`src/rtl/i2c_arb_pkg.sv`:
```
// Shared types and constants for the I2C master arbiter.
// Latency: n/a (declarations only).
// Backpressure: n/a.
package i2c_arb_pkg;

  localparam int MAX_NREQ = 8;
  localparam int OWNER_W  = $clog2(MAX_NREQ);

  typedef enum logic [1:0] {
    IDLE    = 2'd0,
    GRANT   = 2'd1,
    OWN     = 2'd2,
    RELEASE = 2'd3
  } arbState_t;

endpackage

```
`src/rtl/i2c_rr_pick.sv`:
```
// Round-robin picker: first set req strictly after lastOwner, wrapping.
// Latency: combinational.
// Backpressure: none; pickVld low when no request is eligible.
// Ports: req (candidates), lastOwner (previous winner) -> pick (one-hot), pickIdx, pickVld.
module i2c_rr_pick
  import i2c_arb_pkg::*;
#(
  parameter int NREQ = 2
) (
  input  logic [NREQ-1:0]    req,
  input  logic [OWNER_W-1:0] lastOwner,
  output logic [NREQ-1:0]    pick,
  output logic [OWNER_W-1:0] pickIdx,
  output logic               pickVld
);

  // Two ascending scans: indices above lastOwner first, then the wrap-around
  // part up to and including lastOwner. Keeps every index a loop constant.
  always_comb begin
    pick    = '0;
    pickIdx = lastOwner;
    pickVld = 1'b0;
    for (int k = 0; k < NREQ; k++) begin
      if (!pickVld && req[k] && (k > int'(lastOwner))) begin
        pick[k] = 1'b1;
        pickIdx = OWNER_W'(k);
        pickVld = 1'b1;
      end
    end
    for (int k = 0; k < NREQ; k++) begin
      if (!pickVld && req[k] && (k <= int'(lastOwner))) begin
        pick[k] = 1'b1;
        pickIdx = OWNER_W'(k);
        pickVld = 1'b1;
      end
    end
  end

endmodule

```
`src/rtl/i2c_master_arbiter.sv`:
```
// Shares one byte-level I2C master between NREQ drivers, granting whole transactions round-robin.
// Latency: gnt one cycle after req (master idle), traffic one cycle later; release takes >= 2 cycles.
// Backpressure: requests wait in IDLE while the master is busy; non-owners see an idle, busy master.
// Ports: req/gnt per requester; rq_* requester-side master handshake; m_* shared master side;
//        busy (state != IDLE), owner (current/last owner), timeout_err (watchdog release pulse).
// Option: define ARB_TIMEOUT_EN to enable the stall watchdog (limit TIMEOUT_CYCLES).
module i2c_master_arbiter
  import i2c_arb_pkg::*;
#(
  parameter int NREQ           = 2,
  parameter int TIMEOUT_CYCLES = 65535
) (
  input  logic                clk,
  input  logic                reset,
  input  logic [NREQ-1:0]     req,
  output logic [NREQ-1:0]     gnt,
  input  logic [NREQ-1:0]     rq_start,
  input  logic [NREQ-1:0]     rq_send,
  input  logic [NREQ-1:0]     rq_receive,
  input  logic [8*NREQ-1:0]   rq_datasend,
  output logic [NREQ-1:0]     rq_isReady,
  output logic [NREQ-1:0]     rq_sended,
  output logic [NREQ-1:0]     rq_received,
  output logic [7:0]          rq_datareceive,
  input  logic                m_isReady,
  output logic                m_start,
  output logic                m_send,
  output logic                m_receive,
  output logic [7:0]          m_datasend,
  input  logic                m_sended,
  input  logic                m_received,
  input  logic [7:0]          m_datareceive,
  output logic                busy,
  output logic [OWNER_W-1:0]  owner,
  output logic                timeout_err
);

  if (NREQ < 1 || NREQ > MAX_NREQ || TIMEOUT_CYCLES < 1 || TIMEOUT_CYCLES > 65535) begin : gBadConfig
    $error("i2c_master_arbiter: NREQ or TIMEOUT_CYCLES out of range");
  end

  arbState_t          state;
  logic [NREQ-1:0]    eligible;
  logic [NREQ-1:0]    pick;
  logic [OWNER_W-1:0] pickIdx;
  logic               pickVld;
  logic               ownerReq;
  logic               wdFire;
  logic               ownActive;

  // gnt is one-hot on the owner while GRANT/OWN, so this is req[owner] there.
  assign ownerReq = |(req & gnt);

`ifdef ARB_TIMEOUT_EN
  logic [15:0]     wdCnt;
  logic            prevSended;
  logic            prevReceived;
  logic            progress;
  logic [NREQ-1:0] toMask;

  assign progress = (m_sended != prevSended) || (m_received != prevReceived);
  // Fires on the TIMEOUT_CYCLES-th stalled OWN cycle; a simultaneous req drop wins.
  assign wdFire   = (state == OWN) && ownerReq && !progress &&
                    (wdCnt == 16'(TIMEOUT_CYCLES - 1));
  assign eligible = req & ~toMask;

  always_ff @(posedge clk) begin
    if (reset) begin
      wdCnt        <= '0;
      prevSended   <= 1'b0;
      prevReceived <= 1'b0;
      toMask       <= '0;
      timeout_err  <= 1'b0;
    end else begin
      prevSended   <= m_sended;
      prevReceived <= m_received;
      if (state != OWN || progress) wdCnt <= '0;
      else                          wdCnt <= wdCnt + 16'd1;
      // A timed-out requester stays masked until it lowers its req.
      toMask      <= (toMask | (wdFire ? gnt : '0)) & req;
      timeout_err <= wdFire;
    end
  end
`else
  assign wdFire      = 1'b0;
  assign eligible    = req;
  assign timeout_err = 1'b0;
`endif

  i2c_rr_pick #(.NREQ(NREQ)) picker (
    .req       (eligible),
    .lastOwner (owner),
    .pick      (pick),
    .pickIdx   (pickIdx),
    .pickVld   (pickVld)
  );

  always_ff @(posedge clk) begin
    if (reset) begin
      state <= IDLE;
      gnt   <= '0;
      owner <= OWNER_W'(NREQ - 1);
    end else begin
      case (state)
        IDLE: begin
          if (m_isReady && pickVld) begin
            owner <= pickIdx;
            gnt   <= pick;
            state <= GRANT;
          end
        end
        GRANT: begin
          if (!ownerReq) begin
            gnt   <= '0;
            state <= RELEASE;
          end else begin
            state <= OWN;
          end
        end
        OWN: begin
          if (!ownerReq || wdFire) begin
            gnt   <= '0;
            state <= RELEASE;
          end
        end
        RELEASE: begin
          if (m_isReady) state <= IDLE;
        end
        default: state <= IDLE;
      endcase
    end
  end

  assign busy = (state != IDLE);

  // Reset gates the routing directly so the master sees zeros in the reset cycle itself.
  assign ownActive      = (state == OWN) && !reset;
  assign rq_datareceive = m_datareceive;

  always_comb begin
    m_start     = 1'b0;
    m_send      = 1'b0;
    m_receive   = 1'b0;
    m_datasend  = 8'h00;
    rq_isReady  = '0;
    rq_sended   = '0;
    rq_received = '0;
    if (ownActive) begin
      for (int k = 0; k < NREQ; k++) begin
        if (int'(owner) == k) begin
          m_start        = rq_start[k];
          m_send         = rq_send[k];
          m_receive      = rq_receive[k];
          m_datasend     = rq_datasend[8*k +: 8];
          rq_isReady[k]  = m_isReady;
          rq_sended[k]   = m_sended;
          rq_received[k] = m_received;
        end
      end
    end
  end

endmodule
```
`config.mk`:
```
export PLATFORM = sky130hd
export DESIGN_NAME = i2c_master_arbiter
export DESIGN_NICKNAME = d
export VERILOG_FILES = /design/src/rtl/i2c_arb_pkg.sv /design/src/rtl/i2c_rr_pick.sv /design/src/rtl/i2c_master_arbiter.sv
export SDC_FILE = /design/constraint.sdc
export NUM_CORES = 1
export LEC_CHECK = 0
export ABC_AREA = 1
export BUFFER_PORTS_ARGS = -buffer_cell sky130_fd_sc_hd__buf_2
export CELL_PAD_IN_SITES_DETAIL_PLACEMENT = 0
export CELL_PAD_IN_SITES_GLOBAL_PLACEMENT = 1
export CORE_ASPECT_RATIO = 1.1
export CORE_MARGIN = 8
export CORE_UTILIZATION = 23
export CTS_BUF_LIST = sky130_fd_sc_hd__clkbuf_4 sky130_fd_sc_hd__clkbuf_8
export DETAILED_ROUTE_END_ITERATION = 16
export PLACE_DENSITY_LB_ADDON = 0.05
export REMOVE_ABC_BUFFERS = 1
export SLEW_MARGIN = 20
export SYNTH_ARGS = -nofsm -noshare
export SYNTH_HDL_FRONTEND = slang
export SYNTH_SLANG_ARGS = --single-unit
```
`constraint.sdc`:
```
create_clock -name clk -period 2.2 [get_ports clk]
set_input_delay 0 -clock clk [delete_from_list [all_inputs] [get_ports clk]]
set_output_delay 0 -clock clk [all_outputs]
set_load 0.1 [all_outputs]
```
# Yosys cells after proc, flatten, opt, wreduce, memory -nomap -nowiden
# Index checks and enable logic that the tools add are counted.
totals:
  register_bits: 7
  elab_cells: 70
  output_inout_bits: 32
  input_bits: 37
op_classes:
  n_eq_ne: 8
  n_reduce_logical: 19
  n_bitwise: 1
  n_mux: 37
  n_lt_le_gt_ge: 2
ops:
  columns: ["operator", "n"]
  rows:
  - ["8-bit 2-to-1 mux", 3]
  - ["1-bit 2-to-1 mux", 21]
  - ["2-bit 2-to-1 mux", 8]
  - ["3-bit 2-to-1 mux", 3]
  - ["3-bit AND reduction", 3]
  - ["2-bit != test (second input constant)", 4]
  - ["2-bit case mux with 4 select lines", 1]
  - ["1-bit logical AND", 6]
  - ["2-bit == test (second input constant)", 2]
  - ["2-bit case mux with 2 select lines", 1]
  - ["2-bit nonzero test", 2]
  - ["2-bit OR reduction", 2]
  - ["3-bit by 2-bit == test with 1-bit output (second input constant)", 1]
  - ["1-bit by 3-bit > comparator with 1-bit output (first input constant)", 1]
  - ["1-bit by 3-bit <= comparator with 1-bit output (first input constant)", 1]
  - ["1-bit logical NOT", 3]
  - ["3-bit logical NOT", 1]
  - ["3-bit nonzero test", 1]
  - ["2-bit AND", 1]
  - ["2-bit by 1-bit == test with 1-bit output (second input constant)", 1]
  - ["2-bit logical NOT", 1]

# Depth between registers and ports, before layout
# Gate-level depths: netlist of the first run.
logic_depth:
  word_depth: 13
  depth_mapped: 7
  mapped_depth_nobuf: 7

# By module
# From an unflattened synthesis of the first run, not the netlist that was laid out.
unflattened:
  cells_unflattened: 135
  area_unflattened_um2: 835.8
modules_own_cells:
  columns: ["mod", "seq_area_each_um2", "n_inst", "cells_per_inst", "area_each_um2"]
  rows:
  - ["i2c_master_arbiter", 140.1, 1, 121, 763.2]
  - ["i2c_rr_pick", 0.0, 1, 14, 72.6]

# Worst setup path before layout of the first run
# OpenSTA, ideal clock, no wires.
synth_timing:
  kind: "register to output"
  startpoint: "register owner[0]"
  endpoint: "output port rq_isReady[1]"
  arrival_time_ns: 3.508
  path_stages_with_launch: 5
  n_path_buf: 2
  path_slack_ns: -1.308
  t_required_ns: 2.200
  path_cell_list: "dfxtp_1 buf_4 inv_4 buf_2 nor3_1"
synth_between:
  elab_chain_len: 3
synth_lines:
  columns: ["item", "line", "source"]
  rows:
  - ["start, declared", "i2c_master_arbiter.sv:34", "output logic [OWNER_W-1:0] owner,"]
  - ["start signal, assigned", "i2c_master_arbiter.sv:102", "owner <= OWNER_W'(NREQ - 1);"]
  - ["start signal, assigned", "i2c_master_arbiter.sv:107", "owner <= pickIdx;"]
  - ["3-bit by 2-bit == test with 1-bit output", "i2c_master_arbiter.sv:150", "if (int'(owner) == k) begin"]
  - ["1-bit 2-to-1 mux", "i2c_master_arbiter.sv:150", null]
  - ["2-bit 2-to-1 mux", "i2c_master_arbiter.sv:148", "if (ownActive) begin"]
  - ["end, declared", "i2c_master_arbiter.sv:21", "output logic [NREQ-1:0] rq_isReady,"]
# No other way between the ends.

# Final worst setup path of the first run
# Ends and elaborated chain as after synthesis.

==> results of run 1 <==
## through the flow
step | worst slack [ns] | total power, mW | hold WS (ns) | instance area [um^2]
floorplan | -1.32 | 0.814 | 0 | 577
global placement | 0.605 | 0.958 | 0.00109 | 863
detailed placement | 0.579 | 0.955 | 0.00109 | 863
CTS | 0.310 | 1.08 | 0.00109 | 903
global route | 0.205 | 1.15 | 0.000633 | 903
finish | 0.373 | 1.07 | 0.000694 | 903
## cell usage after synthesis (all sizes together)
cell,instances,area share (%)
a21boi,1,1.1
a21oi,16,12
buf,15,16
conb,1,0.56
dfxtp,5,15
ha,5,9.3
inv,10,5.9
nand2,38,23
nand3,3,3.7
nand4,3,2.8
nor2,6,4.1
nor3,6,4.5
o21ai,3,2.2
## worst min-delay path by stage
stage,endpoint,slack [ns],depth (start not counted)
6_report,rq_datareceive[0],0.0007,0
5_1_grt,rq_datareceive[1],0.0006,0
4_1_cts,rq_datareceive[0],0.001,0
3_5_place_dp,rq_datareceive[0],0.001,0
3_3_place_gp,rq_datareceive[0],0.001,0
2_1_floorplan,rq_datareceive[0],0,0
## power by group
| part | internal (mW) | leakage, nW | switching (mW) |
|---|---|---|---|
| clock | 0.0811 | 0.0184 | 0.0410 |
| combinational | 0.154 | 0.469 | 0.618 |
| sequential | 0.120 | 0.0412 | 0.0524 |
| total | 0.355 | 0.528 | 0.711 |
## cell usage in the layout (no fill, tap or decap), types with 2 or more instances in the layout
cell / n
buf_2: 49
nand2_1: 33
a21oi_1: 15
inv_1: 8
nor3_1: 6
nand2_2: 5
ha_1: 5
dfxtp_1: 5
nor2_1: 4
clkbuf_4: 4
nand4_1: 3
conb_1: 3
nor2_2: 2
o21ai_1: 2
nand3_2: 2
## sequential cells by signal (all words and copies together), names as in the netlist
name and count:
state 2, gnt 2, owner 1
## critical path: cells and delay by family, from the launching register on
kind | cells | cell delay (ns)
flip-flops | 1 | 0.73
buffers and inverters | 2 | 0.63
AND/OR/NAND/NOR | 1 | 0.22
## metal layers
metal / track usage (%) / wire length (um) / vias to the layer above
li1: - / - / 431
met1: 9.19 / 907 / 330
met2: 16.5 / 1040 / 46
met3: 4.15 / 333 / 2
met4: 4.19 / 13 / 0
met5: 0 / 0 / -
## layout make-up
class / instances / area (um^2)
well taps: 33 / 41.3
multi-input cells: 84 / 437
repair buffers: 50 / 255
clock buffers: 4 / 30.0
flip-flops and latches: 5 / 100
inverters: 10 / 40.0
fillers: 320 / 1870
## logic make-up after synthesis
| family | Yosys count | share of synthesized area, % |
|---|---|---|
| adders and majority gates | 5 | 9.28 |
| buffers and inverters | 25 | 21.5 |
| AOI/OAI and AO/OA | 20 | 15.8 |
| DFF | 5 | 14.8 |
| and+or+nand+nor | 56 | 38.0 |
| other | 1 | 0.556 |
==> metrics.log, run 1 <==
INFO  metric finalWirelength = 2290 um
INFO  metric worst_path_largest_cell_delay = 0.73 ns
INFO  metric drt_first_pass_iters = 3
INFO  metric crit_chain = inv_4 > nor3_1 > buf_2
INFO  metric power_density = 1180 nW/um^2
INFO  metric skew = 0.00180 ns
INFO  metric die_height = 72.8 um
INFO  metric port_buffers = 49
INFO  metric core_area = 2780 um^2
INFO  metric worstSetupEndpointType = primary output
INFO  metric detail_route.iter0.violations = 41
INFO  metric route.detailed.drc = 0
INFO  metric hold_path_startpoint = m_datareceive[0]
INFO  metric timing.final.hold_violations = 0
INFO  metric worstSetupStartpoint = owner[0]$_SDFFE_PP1P_
INFO  metric hold_path.class = input port to primary output
INFO  metric dp_hpwl = 1880 um
INFO  metric maxCapViolCount = 0
INFO  metric post-cts-setup-buffer-count = 0
INFO  metric routed-via-count = 809
INFO  metric r2r-end = gnt[0]$_SDFFE_PP0P_
INFO  metric postRouteAntennaNets = 0
INFO  metric global_route.usage.total = 9.43%
INFO  metric max_slew.worst_pin.slew = 0.646 ns
INFO  metric crit_path_end = rq_isReady[1]
INFO  metric finalMaxSlewViolations = 0
INFO  metric worst-path-max-fanout = 18
INFO  metric largest_net_degree_at_the_start_of_global_routing = 19
INFO  metric mappedNetlistArea = 674 um^2
INFO  metric regToRegStartpoint = owner[0]$_SDFFE_PP1P_
INFO  metric setup.reg_to_reg.worst_slack = 0.75 ns
INFO  metric antennaDiodeCount = 0
INFO  metric critPathRequiredTime = 2.20 ns
INFO  metric synth-seq-cells = 5
INFO  metric clk_pin_slew_worst_paths = 0.05 ns
INFO  metric global_route_wire_length_before_repair = 3800 um
INFO  metric vias_per_cell = 4.35
INFO  metric p_leak = 0.528 nW
INFO  metric synth.yosys.warnings = 0
INFO  metric vias_in_the_first_global_route = 854
INFO  metric ir_worst_vdd = 654 uV
INFO  metric root_buffer = clkbuf_4
INFO  metric report.final.setup_viol = 0
INFO  metric global_route.overflow_total = 0
INFO  metric grt_antenna_before_repair = 0
INFO  metric criticalPathCategory = flop to primary output
INFO  metric cp_data_arrival_time = 1.83 ns
INFO  metric rsz_0062_raised_after_global_routing = false
INFO  metric cell_with_the_largest_stage_delay_on_the_worst_path = dfxtp_1
INFO  metric postCtsHoldBufs = 1
INFO  metric cts_htree_levels = 1
INFO  metric layout-drive-gt1-share = 42.5%
INFO  metric die-width = 67.6 um
INFO  metric numPlacedInstances = 181
INFO  metric start_util = 24.3%
INFO  metric cts_resized = 0
INFO  metric utilization_after_layout = 32.5%
INFO  metric clock_path_buffers = 2
INFO  metric totalNegativeSetupSlack = 0 ns
INFO  metric post_synth.cell_area_avg = 6.02 um^2
INFO  metric worst_r2r_path_depth = 4
INFO  metric final-instance-count-excl-fill = 186
INFO  metric status = completed
INFO  metric worst_setup_path_start_kind = flop
INFO  metric top_level_ports = 69
INFO  metric achievable-frequency = 0.547 GHz
INFO  metric layout-area-overhead-vs-synth = 34.0%
INFO  metric slew_headroom = 56.9%
INFO  metric post_syn_instances = 112
INFO  metric cts_tree = done
INFO  metric design.die.area = 4920 um^2
INFO  metric post_drt_wl_per_cell = 12.3 um
INFO  metric ys_types = 21
INFO  metric number_of_sinks_handled_by_clock_tree_synthesis = 5
INFO  metric clkLatencyLatePin = 0.24 ns
INFO  metric cts_inserted_buffers = 3
INFO  metric synth-seq-area-share = 14.8%
INFO  metric routabilityCongestion = 0.743
INFO  metric floorplan.rows = 20
INFO  metric fin_nets = 196
INFO  metric period_needed = 1.83 ns
INFO  metric min_period_over_period = 83.0%
(Power assumes the default switching activity.)
==> run 2: changes to the inputs <==
ABC_AREA = 0   (was 1)
CORE_UTILIZATION = 22   (was 23)
clock period = 1.8 ns   (was 2.2 ns; I/O delays follow)
==> run 2 against run 1 <==
  * Global-route usage is 1.1 points higher
  * Cell area is 30% higher
  * Count of clock-buffer cells in the layout stayed put
  * Sequential cell count stayed put
  * Largest power group unchanged
  * Highest routed layer is now met3
==> metrics.log, run 2 <==
INFO  metric status = completed
INFO  metric synth_top_cells_by_count = nor2_1 (12), buf_4 (11), mux2i_1 (11)
INFO  metric power_density = 1240 nW/um^2 (+4.7%)
INFO  metric yosysTopAreaCellShare = 16.7% (-1.7 points)
INFO  metric hold_path_startpoint = m_datareceive[0]
INFO  metric die_height = 73.4 um (+0.87%)
INFO  metric grt_antenna_before_repair = 0 (unchanged)
INFO  metric synth_most_common_cell = nor2_1
INFO  metric switching_power = 0.868 mW (+22%)
INFO  metric power_frac_clock = 10.1% (-1.3 points)
INFO  metric dp_hpwl = 2110 um (+12%)
INFO  metric route.detailed.drc = 0 (unchanged)
INFO  metric clkLatencyLatePin = 0.24 ns (about the same)
INFO  metric port_buffers = 49 (unchanged)
INFO  metric fin_nets = 174 (-11%)
INFO  metric start_util = 22.4% (-1.9 points)
INFO  metric timing.final.hold_violations = 0 (unchanged)
INFO  metric worstSetupEndpointType = primary output
INFO  metric reg_area = 100 um^2 (unchanged)
INFO  metric synth-seq-area-share = 15.2% (+0.34 points)
INFO  metric regToRegStartpoint = state[1]$_SDFFE_PP0P_
INFO  metric global_route.overflow_total = 0 (unchanged)
INFO  metric post_syn_instances = 87 (-22%)
INFO  metric r2r-end = state[1]$_SDFFE_PP0P_
INFO  metric count_of_flip_flops_with_a_built_in_enable_after_synthesis = 0 (unchanged)
INFO  metric synth-seq-cells = 5 (unchanged)
INFO  metric proportion_of_register_bits_with_asynchronous_set_or_reset_after_synthesis = 0% (unchanged)
INFO  metric routabilityCongestion = 0.793 (+6.7%)
INFO  metric number_of_sinks_handled_by_clock_tree_synthesis = 5 (unchanged)
INFO  metric fillers = 317 (-0.94%)
INFO  metric ir_worst_vdd = 770 uV (+18%)
INFO  metric floorplan.rows = 21 (+5.0%)
INFO  metric top_level_ports = 69 (unchanged)
INFO  metric power_frac_seq = 12.3% (-3.9 points)
INFO  metric yosysTopAreaCell = mux2i_1
INFO  metric synth_area_leaders = mux2i_1 (17%), dfxtp_1 (15%), buf_4 (13%)
INFO  metric rsz_0062_raised_after_global_routing = true
INFO  metric mostFrequentLayoutCell = buf_2
INFO  metric setup.reg_to_reg.worst_slack = 0.30 ns (-0.45 ns)
INFO  metric criticalPathCategory = flop to primary output
INFO  metric design.die.area = 5010 um^2 (+1.7%)
INFO  metric worst_setup_path_start_kind = flop
INFO  metric report.final.setup_viol = 0 (unchanged)
INFO  metric cts_htree_levels = 1 (unchanged)
INFO  metric totalNegativeSetupSlack = 0 ns (unchanged)
INFO  metric internal_power_summed_over_all_cells = 0.583 mW (+64%)
INFO  metric post_drt_wl_per_cell = 14.7 um (+19%)
INFO  metric crit_path_end = rq_received[0]
INFO  metric global_route.usage.total = 10.5% (+1.1 points)
INFO  metric clock_path_buffers = 2 (unchanged)
INFO  metric vias_in_the_first_global_route = 844 (-1.2%)
INFO  metric numPlacedInstances = 161 (-11%)
INFO  metric post_synth.cell_area_avg = 7.58 um^2 (+26%)
INFO  metric postRouteAntennaNets = 0 (unchanged)
INFO  metric multi_input_area = 459 um^2 (+5.2%)
INFO  metric power.combinational.fraction = 77.6% (+5.2 points)
INFO  metric mappedNetlistArea = 659 um^2 (-2.2%)
INFO  metric synth.yosys.warnings = 0 (unchanged)
INFO  metric vias_per_cell = 4.57 (+5.1%)
INFO  metric layout-drive-gt1-share = 45.0% (+2.6 points)
INFO  metric critPathRequiredTime = 1.80 ns (-0.40 ns)
INFO  metric leading_cell_types_in_the_layout_fill_and_taps_excluded = buf_2 (32), buf_12 (17), nor2_1 (12)
INFO  metric root_buffer = clkbuf_4
INFO  metric post-cts-setup-buffer-count = 0 (unchanged)
INFO  metric clk_pin_slew_worst_paths = 0.04 ns (about the same)
INFO  metric skew = 0.00143 ns (-0.000371 ns)
INFO  metric cts_tree = done
INFO  metric ys_types = 29 (+38%)
INFO  metric postCtsHoldBufs = 0 (-1)
INFO  metric final-instance-count-excl-fill = 165 (-11%)
INFO  metric p_leak = 0.612 nW (+16%)
INFO  metric cts_inserted_buffers = 3 (unchanged)
INFO  metric min_period_over_period = 93.0%
INFO  metric antennaDiodeCount = 0 (unchanged)
INFO  metric finalMaxSlewViolations = 0 (unchanged)
INFO  metric drt_first_pass_iters = 2 (-1)
INFO  metric cp_data_arrival_time = 1.67 ns (-0.16 ns)
INFO  metric die-width = 68.2 um (+0.84%)
INFO  metric worstSetupStartpoint = state[1]$_SDFFE_PP0P_
INFO  metric global_route_wire_length_before_repair = 4040 um (+6.4%)
INFO  metric sw_frac_of_total = 59.8% (-6.9 points)
INFO  metric worst-path-max-fanout = 11 (-7)
INFO  metric achievable-frequency = 0.597 GHz
INFO  metric layout-area-overhead-vs-synth = 78.0%
INFO  metric maxCapViolCount = 0 (unchanged)
INFO  metric routed-via-count = 754 (-6.8%)
INFO  metric period_needed = 1.67 ns
INFO  metric detail_route.iter0.violations = 15 (-63%)
INFO  metric hold_path.class = input port to primary output
INFO  metric layout_top_registers = gnt: 2 flops, state: 2 flops, owner: 1 flops
INFO  metric worst_r2r_path_depth = 5 (+1)
INFO  metric largest_net_degree_at_the_start_of_global_routing = 23 (+4)
INFO  metric finalWirelength = 2430 um (+6.0%)
INFO  metric core_area = 2940 um^2 (+5.9%)
INFO  metric synth_top_flop_cell = dfxtp_1
==> run 2: cell families (layout without fill, tap and decap cells) <==
group / after synthesis / count (layout) / synth area share [%]
AOI/OAI and AO/OA: 14 / 14 / 15.8
adders and majority gates: 5 / 5 / 9.49
buffers and inverters: 19 / 61 / 17.5
DFF: 5 / 5 / 15.2
muxes: 11 / 11 / 16.7
other: 1 / 3 / 0.569
and+or+nand+nor: 32 / 32 / 24.9
==> run 2: how the worst min path moves through the flow <==
stage	endpoint	slack [ns]	cells after the start
floorplan	rq_datareceive[0]	0	0
global route	rq_datareceive[1]	0.0006	0
finish	rq_datareceive[0]	0.0007	0
CTS	rq_datareceive[0]	0.001	0
detailed placement	rq_datareceive[0]	0.001	0
global placement	rq_datareceive[0]	0.001	0
==> run 2: area by class of cell <==
| class | count | share of cell area (%) |
|---|---|---|
| inverter | 5 | 1.60 |
| sequential | 5 | 8.53 |
| tap | 34 | 3.62 |
| timing repair buffer | 52 | 44.6 |
| clock buffer | 4 | 2.56 |
| multi-input combinational | 65 | 39.1 |
==> run 2: power by group through the flow <==
stage / logic [mW] / clock network, mW / registers [mW]
floorplan: 0.664 / 0 / 0.323
global placement: 1.13 / 0 / 0.178
detailed placement: 1.13 / 0 / 0.180
CTS: 1.13 / 0.152 / 0.179
global route: 1.20 / 0.167 / 0.182
finish: 1.13 / 0.147 / 0.178
==> run 2: timing repair <==
action | 4_1_cts | 5_1_grt
resized for setup | 1 | 1
endpoints found under the setup margin | 7 | 5
hold endpoints to repair | 0 | 0
==> run 2: routing by layer <==
metal,GRT usage [%],share of wire (%),up-vias
li1,-,-,379
met1,10.5,37,337
met2,18.6,54,38
met3,6.10,8.8,0
met4,1.37,0,0
met5,0,0,-
==> run 2: stage by stage <==
stage | area (um^2) | setup WS [ns] | hold slack (ns) | utilization, % | power, mW
finish | 1170 | 0.126 | 0.000682 | 39.9 | 1.45
detailed placement | 1140 | 0.217 | 0.00103 | 38.6 | 1.31
CTS | 1170 | 0.0591 | 0.00103 | 39.7 | 1.46
global route | 1170 | -0.00830 | 0.000631 | 39.9 | 1.55
floorplan | 571 | -1.54 | 0 | - | 0.988
global placement | 1140 | 0.270 | 0.00103 | 38.6 | 1.31
==> run 2: worst max-delay path: stages (launching register included) <==
cell and delay (ns):
dfxtp_1 0.42, ha_1 0.28, nand2_4 0.13, nor3b_1 0.38, buf_12 0.23
==> run 3: changes to the inputs <==
ABC_AREA = 1   (was 0)
CORE_UTILIZATION = 21   (was 22)
==> run 3 against run 2 <==
  * Via count increased by 10%
  * Die area up 5.5%
  * Cell area increased by 1.6%
  * Wire length rose by 7.6%
  * Non-clock buffer count fell by 1
  * Combinational power barely moved
  * Critical path depth increased by 1
  * Total power up 0.66%
  * First-iteration DRC count grew 100%
  * Count of clock-buffer cells in the layout stayed put
  * Clock power grew 3%
  * Clock skew is essentially flat
  * Largest cell class unchanged
  * Largest power group unchanged
  * Highest routed layer is now met4
==> metrics.log, run 3 (synthesis results as in run 1) <==
INFO  metric status = completed
INFO  metric final_design_area_no_fill = 1190 um^2 (+1.6%)
INFO  metric grt_antenna_before_repair = 0 (unchanged)
INFO  metric drt_first_pass_iters = 4 (+2)
INFO  metric final.hold.worst_slack = 0.000694 ns (+0.0000119 ns)
INFO  metric min_delay_worst_endpoint = rq_datareceive[0]
INFO  metric regToRegStartpoint = state[0]$_SDFFE_PP0P_
INFO  metric power_frac_seq = 13.0% (+0.7 points)
INFO  metric report.final.setup_viol = 0 (unchanged)
INFO  metric period_needed = 1.76 ns (+0.0826 ns)
INFO  metric achievable-frequency = 0.569 GHz (-4.7%)
INFO  metric route.detailed.drc = 0 (unchanged)
INFO  metric power_frac_clock = 10.4% (+0.3 points)
INFO  metric mostFrequentLayoutCell = nand2_1
INFO  metric postRouteAntennaNets = 0 (unchanged)
INFO  metric post_drt_wl_per_cell = 13.9 um (-5.6%)
INFO  metric fin_nets = 197 (+13%)
INFO  metric number_of_sinks_handled_by_clock_tree_synthesis = 5 (unchanged)
INFO  metric post-cts-setup-buffer-count = 0 (unchanged)
INFO  metric vias_in_the_first_global_route = 825 (-2.3%)
INFO  metric cts_htree_levels = 1 (unchanged)
INFO  metric layout_top_registers = gnt: 2 flops, state: 2 flops, owner: 1 flops
INFO  metric final-instance-count-excl-fill = 188 (+14%)
INFO  metric sw_frac_of_total = 62.8% (+3.0 points)
INFO  metric top_level_ports = 69 (unchanged)
INFO  metric worstSetupEndpointType = primary output
INFO  metric leading_cell_types_in_the_layout_fill_and_taps_excluded = nand2_1 (33), buf_2 (32), buf_12 (17)
INFO  metric internal_power_summed_over_all_cells = 0.543 mW (-7.0%)
INFO  metric layout-drive-gt1-share = 46.1% (+1.1 points)
INFO  metric port_buffers = 49 (unchanged)
INFO  metric rsz_0062_raised_after_global_routing = true
INFO  metric maxCapViolCount = 0 (unchanged)
INFO  metric routabilityCongestion = 0.746 (-6.0%)
INFO  metric power.combinational.fraction = 76.6% (-1.0 points)
INFO  metric routed-via-count = 830 (+10%)
INFO  metric switching_power = 0.918 mW (+5.8%)
INFO  metric ir_worst_vdd = 725 uV (-5.8%)
INFO  metric worst-path-max-fanout = 17 (+6)
INFO  metric skew = 0.00159 ns (+0.000159 ns)
INFO  metric root_buffer = clkbuf_4
INFO  metric pre_cts_worst_setup_slack = 0.310 ns (+0.0921 ns)
INFO  metric worst_setup_path_start_kind = flop
INFO  metric worst_r2r_path_depth = 7 (+2)
INFO  metric setup_ws = 0.0431 ns (-0.0826 ns)
INFO  metric core_area = 3050 um^2 (+3.6%)
INFO  metric die_height = 75.4 um (+2.7%)
INFO  metric dp_hpwl = 2150 um (+1.8%)
INFO  metric global_route_wire_length_before_repair = 4260 um (+5.3%)
INFO  metric global_route.overflow_total = 0 (unchanged)
INFO  metric cp_data_arrival_time = 1.76 ns (+0.09 ns)
INFO  metric critPathRequiredTime = 1.80 ns (about the same)
INFO  metric finalMaxSlewViolations = 0 (unchanged)
INFO  metric fillers = 332 (+4.7%)
INFO  metric hold-path-cell-count = 0 (unchanged)
INFO  metric clk_pin_slew_worst_paths = 0.05 ns (about the same)
INFO  metric criticalPathCategory = flop to primary output
INFO  metric design.die.area = 5280 um^2 (+5.5%)
INFO  metric cts_tree = done
INFO  metric numPlacedInstances = 183 (+14%)
INFO  metric detail_route.iter0.violations = 30 (+15)
INFO  metric cell_area_reported_after_detailed_placement = 1130 um^2 (-0.77%)
INFO  metric min_period_over_period = 97.6% (+4.6 points)
INFO  metric utilization_after_layout = 39.1% (-0.76 points)
INFO  metric global_route.usage.total = 9.88% (-0.63 points)
INFO  metric die-width = 70.0 um (+2.7%)
INFO  metric timing.final.hold_violations = 0 (unchanged)
INFO  metric clkLatencyLatePin = 0.24 ns (about the same)
INFO  metric start_util = 22.1% (-0.28 points)
INFO  metric layout-area-overhead-vs-synth = 76.8%
INFO  metric vias_per_cell = 4.41 (-3.4%)
INFO  metric clock_path_buffers = 2 (unchanged)
INFO  metric r2r-end = gnt[1]$_SDFFE_PP0P_
INFO  metric cts_inserted_buffers = 3 (unchanged)
INFO  metric finalWirelength = 2610 um (+7.6%)
INFO  metric hold_path_startpoint = m_datareceive[0]
INFO  metric largest_net_degree_at_the_start_of_global_routing = 18 (-22%)
INFO  metric p_leak = 0.584 nW (-4.5%)
INFO  metric antennaDiodeCount = 0 (unchanged)
INFO  metric floorplan.rows = 21 (unchanged)
INFO  metric hold_path.class = input port to primary output
INFO  metric power_density = 1220 nW/um^2 (-0.93%)
INFO  metric setup.reg_to_reg.worst_slack = 0.36 ns (+0.06 ns)
[run 3: changes by cell type in the layout (fill, tap and decap cells not counted), sizes merged, moves of 5 or more]
cell	before	now
nand2	5	38
a21oi	2	16
mux2i	11	0
nor2	12	6
nor3	0	6
inv	5	10
[run 3: how the worst max path moves through the flow]
stage | startpoint | to | slack, ns
floorplan | owner[0]$_SDFFE_PP1P_ | rq_isReady[1] | -1.72
global placement | state[0]$_SDFFE_PP0P_ | rq_isReady[0] | 0.38
detailed placement | state[0]$_SDFFE_PP0P_ | rq_received[0] | 0.31
CTS | state[0]$_SDFFE_PP0P_ | rq_received[0] | 0.04
global route | state[0]$_SDFFE_PP0P_ | rq_sended[1] | -0.06
finish | state[0]$_SDFFE_PP0P_ | rq_sended[1] | 0.04
[run 3: timing repair]
action                     in CTS  in global routing
hold buffers                    1                  0
gates resized for setup         0                  5
hold endpoints to repair        3                  0
setup endpoints to repair       0                 13
[run 3: layout make-up]
class	instances	area [um^2]	area share (%)
repair buffers	51	518	43.4
multi-input cells	84	462	38.7
flip-flops and latches	5	100	8.39
well taps	34	42.5	3.57
inverters	10	40.0	3.36
clock buffers	4	30.0	2.52
[run 3: worst max-delay path, cell delays in order (launching register included)]
cell,delay (ns)
dfxtp_1,0.36
inv_1,0.12
ha_1,0.21
nand2_2,0.24
nor3_1,0.35
buf_12,0.22
[run 3: per-layer routing]
| metal | track usage, % | vias up | wire length (um) |
|---|---|---|---|
| met3 | 4.17 | 2 | 218 |
| met4 | 3.35 | 0 | 27 |
| met5 | 0 | - | 0 |
| met1 | 11.7 | 348 | 1200 |
| li1 | - | 431 | - |
| met2 | 15.8 | 49 | 1170 |
[run 3: power by group through the flow]
stage                     Combinational [mW]  Sequential [mW]  Clock, mW
after floorplan                        0.662            0.332          0
after global placement                  1.11            0.188          0
after detailed placement                1.11            0.193          0
after CTS                               1.12            0.191      0.160
after global routing                    1.19            0.197      0.167
final                                   1.12            0.190      0.151
[run 3: through the flow]
step	setup TNS [ns]	power, mW
after detailed placement	0	1.31
after global placement	0	1.30
after floorplan	-20.69	0.995
final	0	1.46
after CTS	0	1.47
after global routing	-0.389	1.56
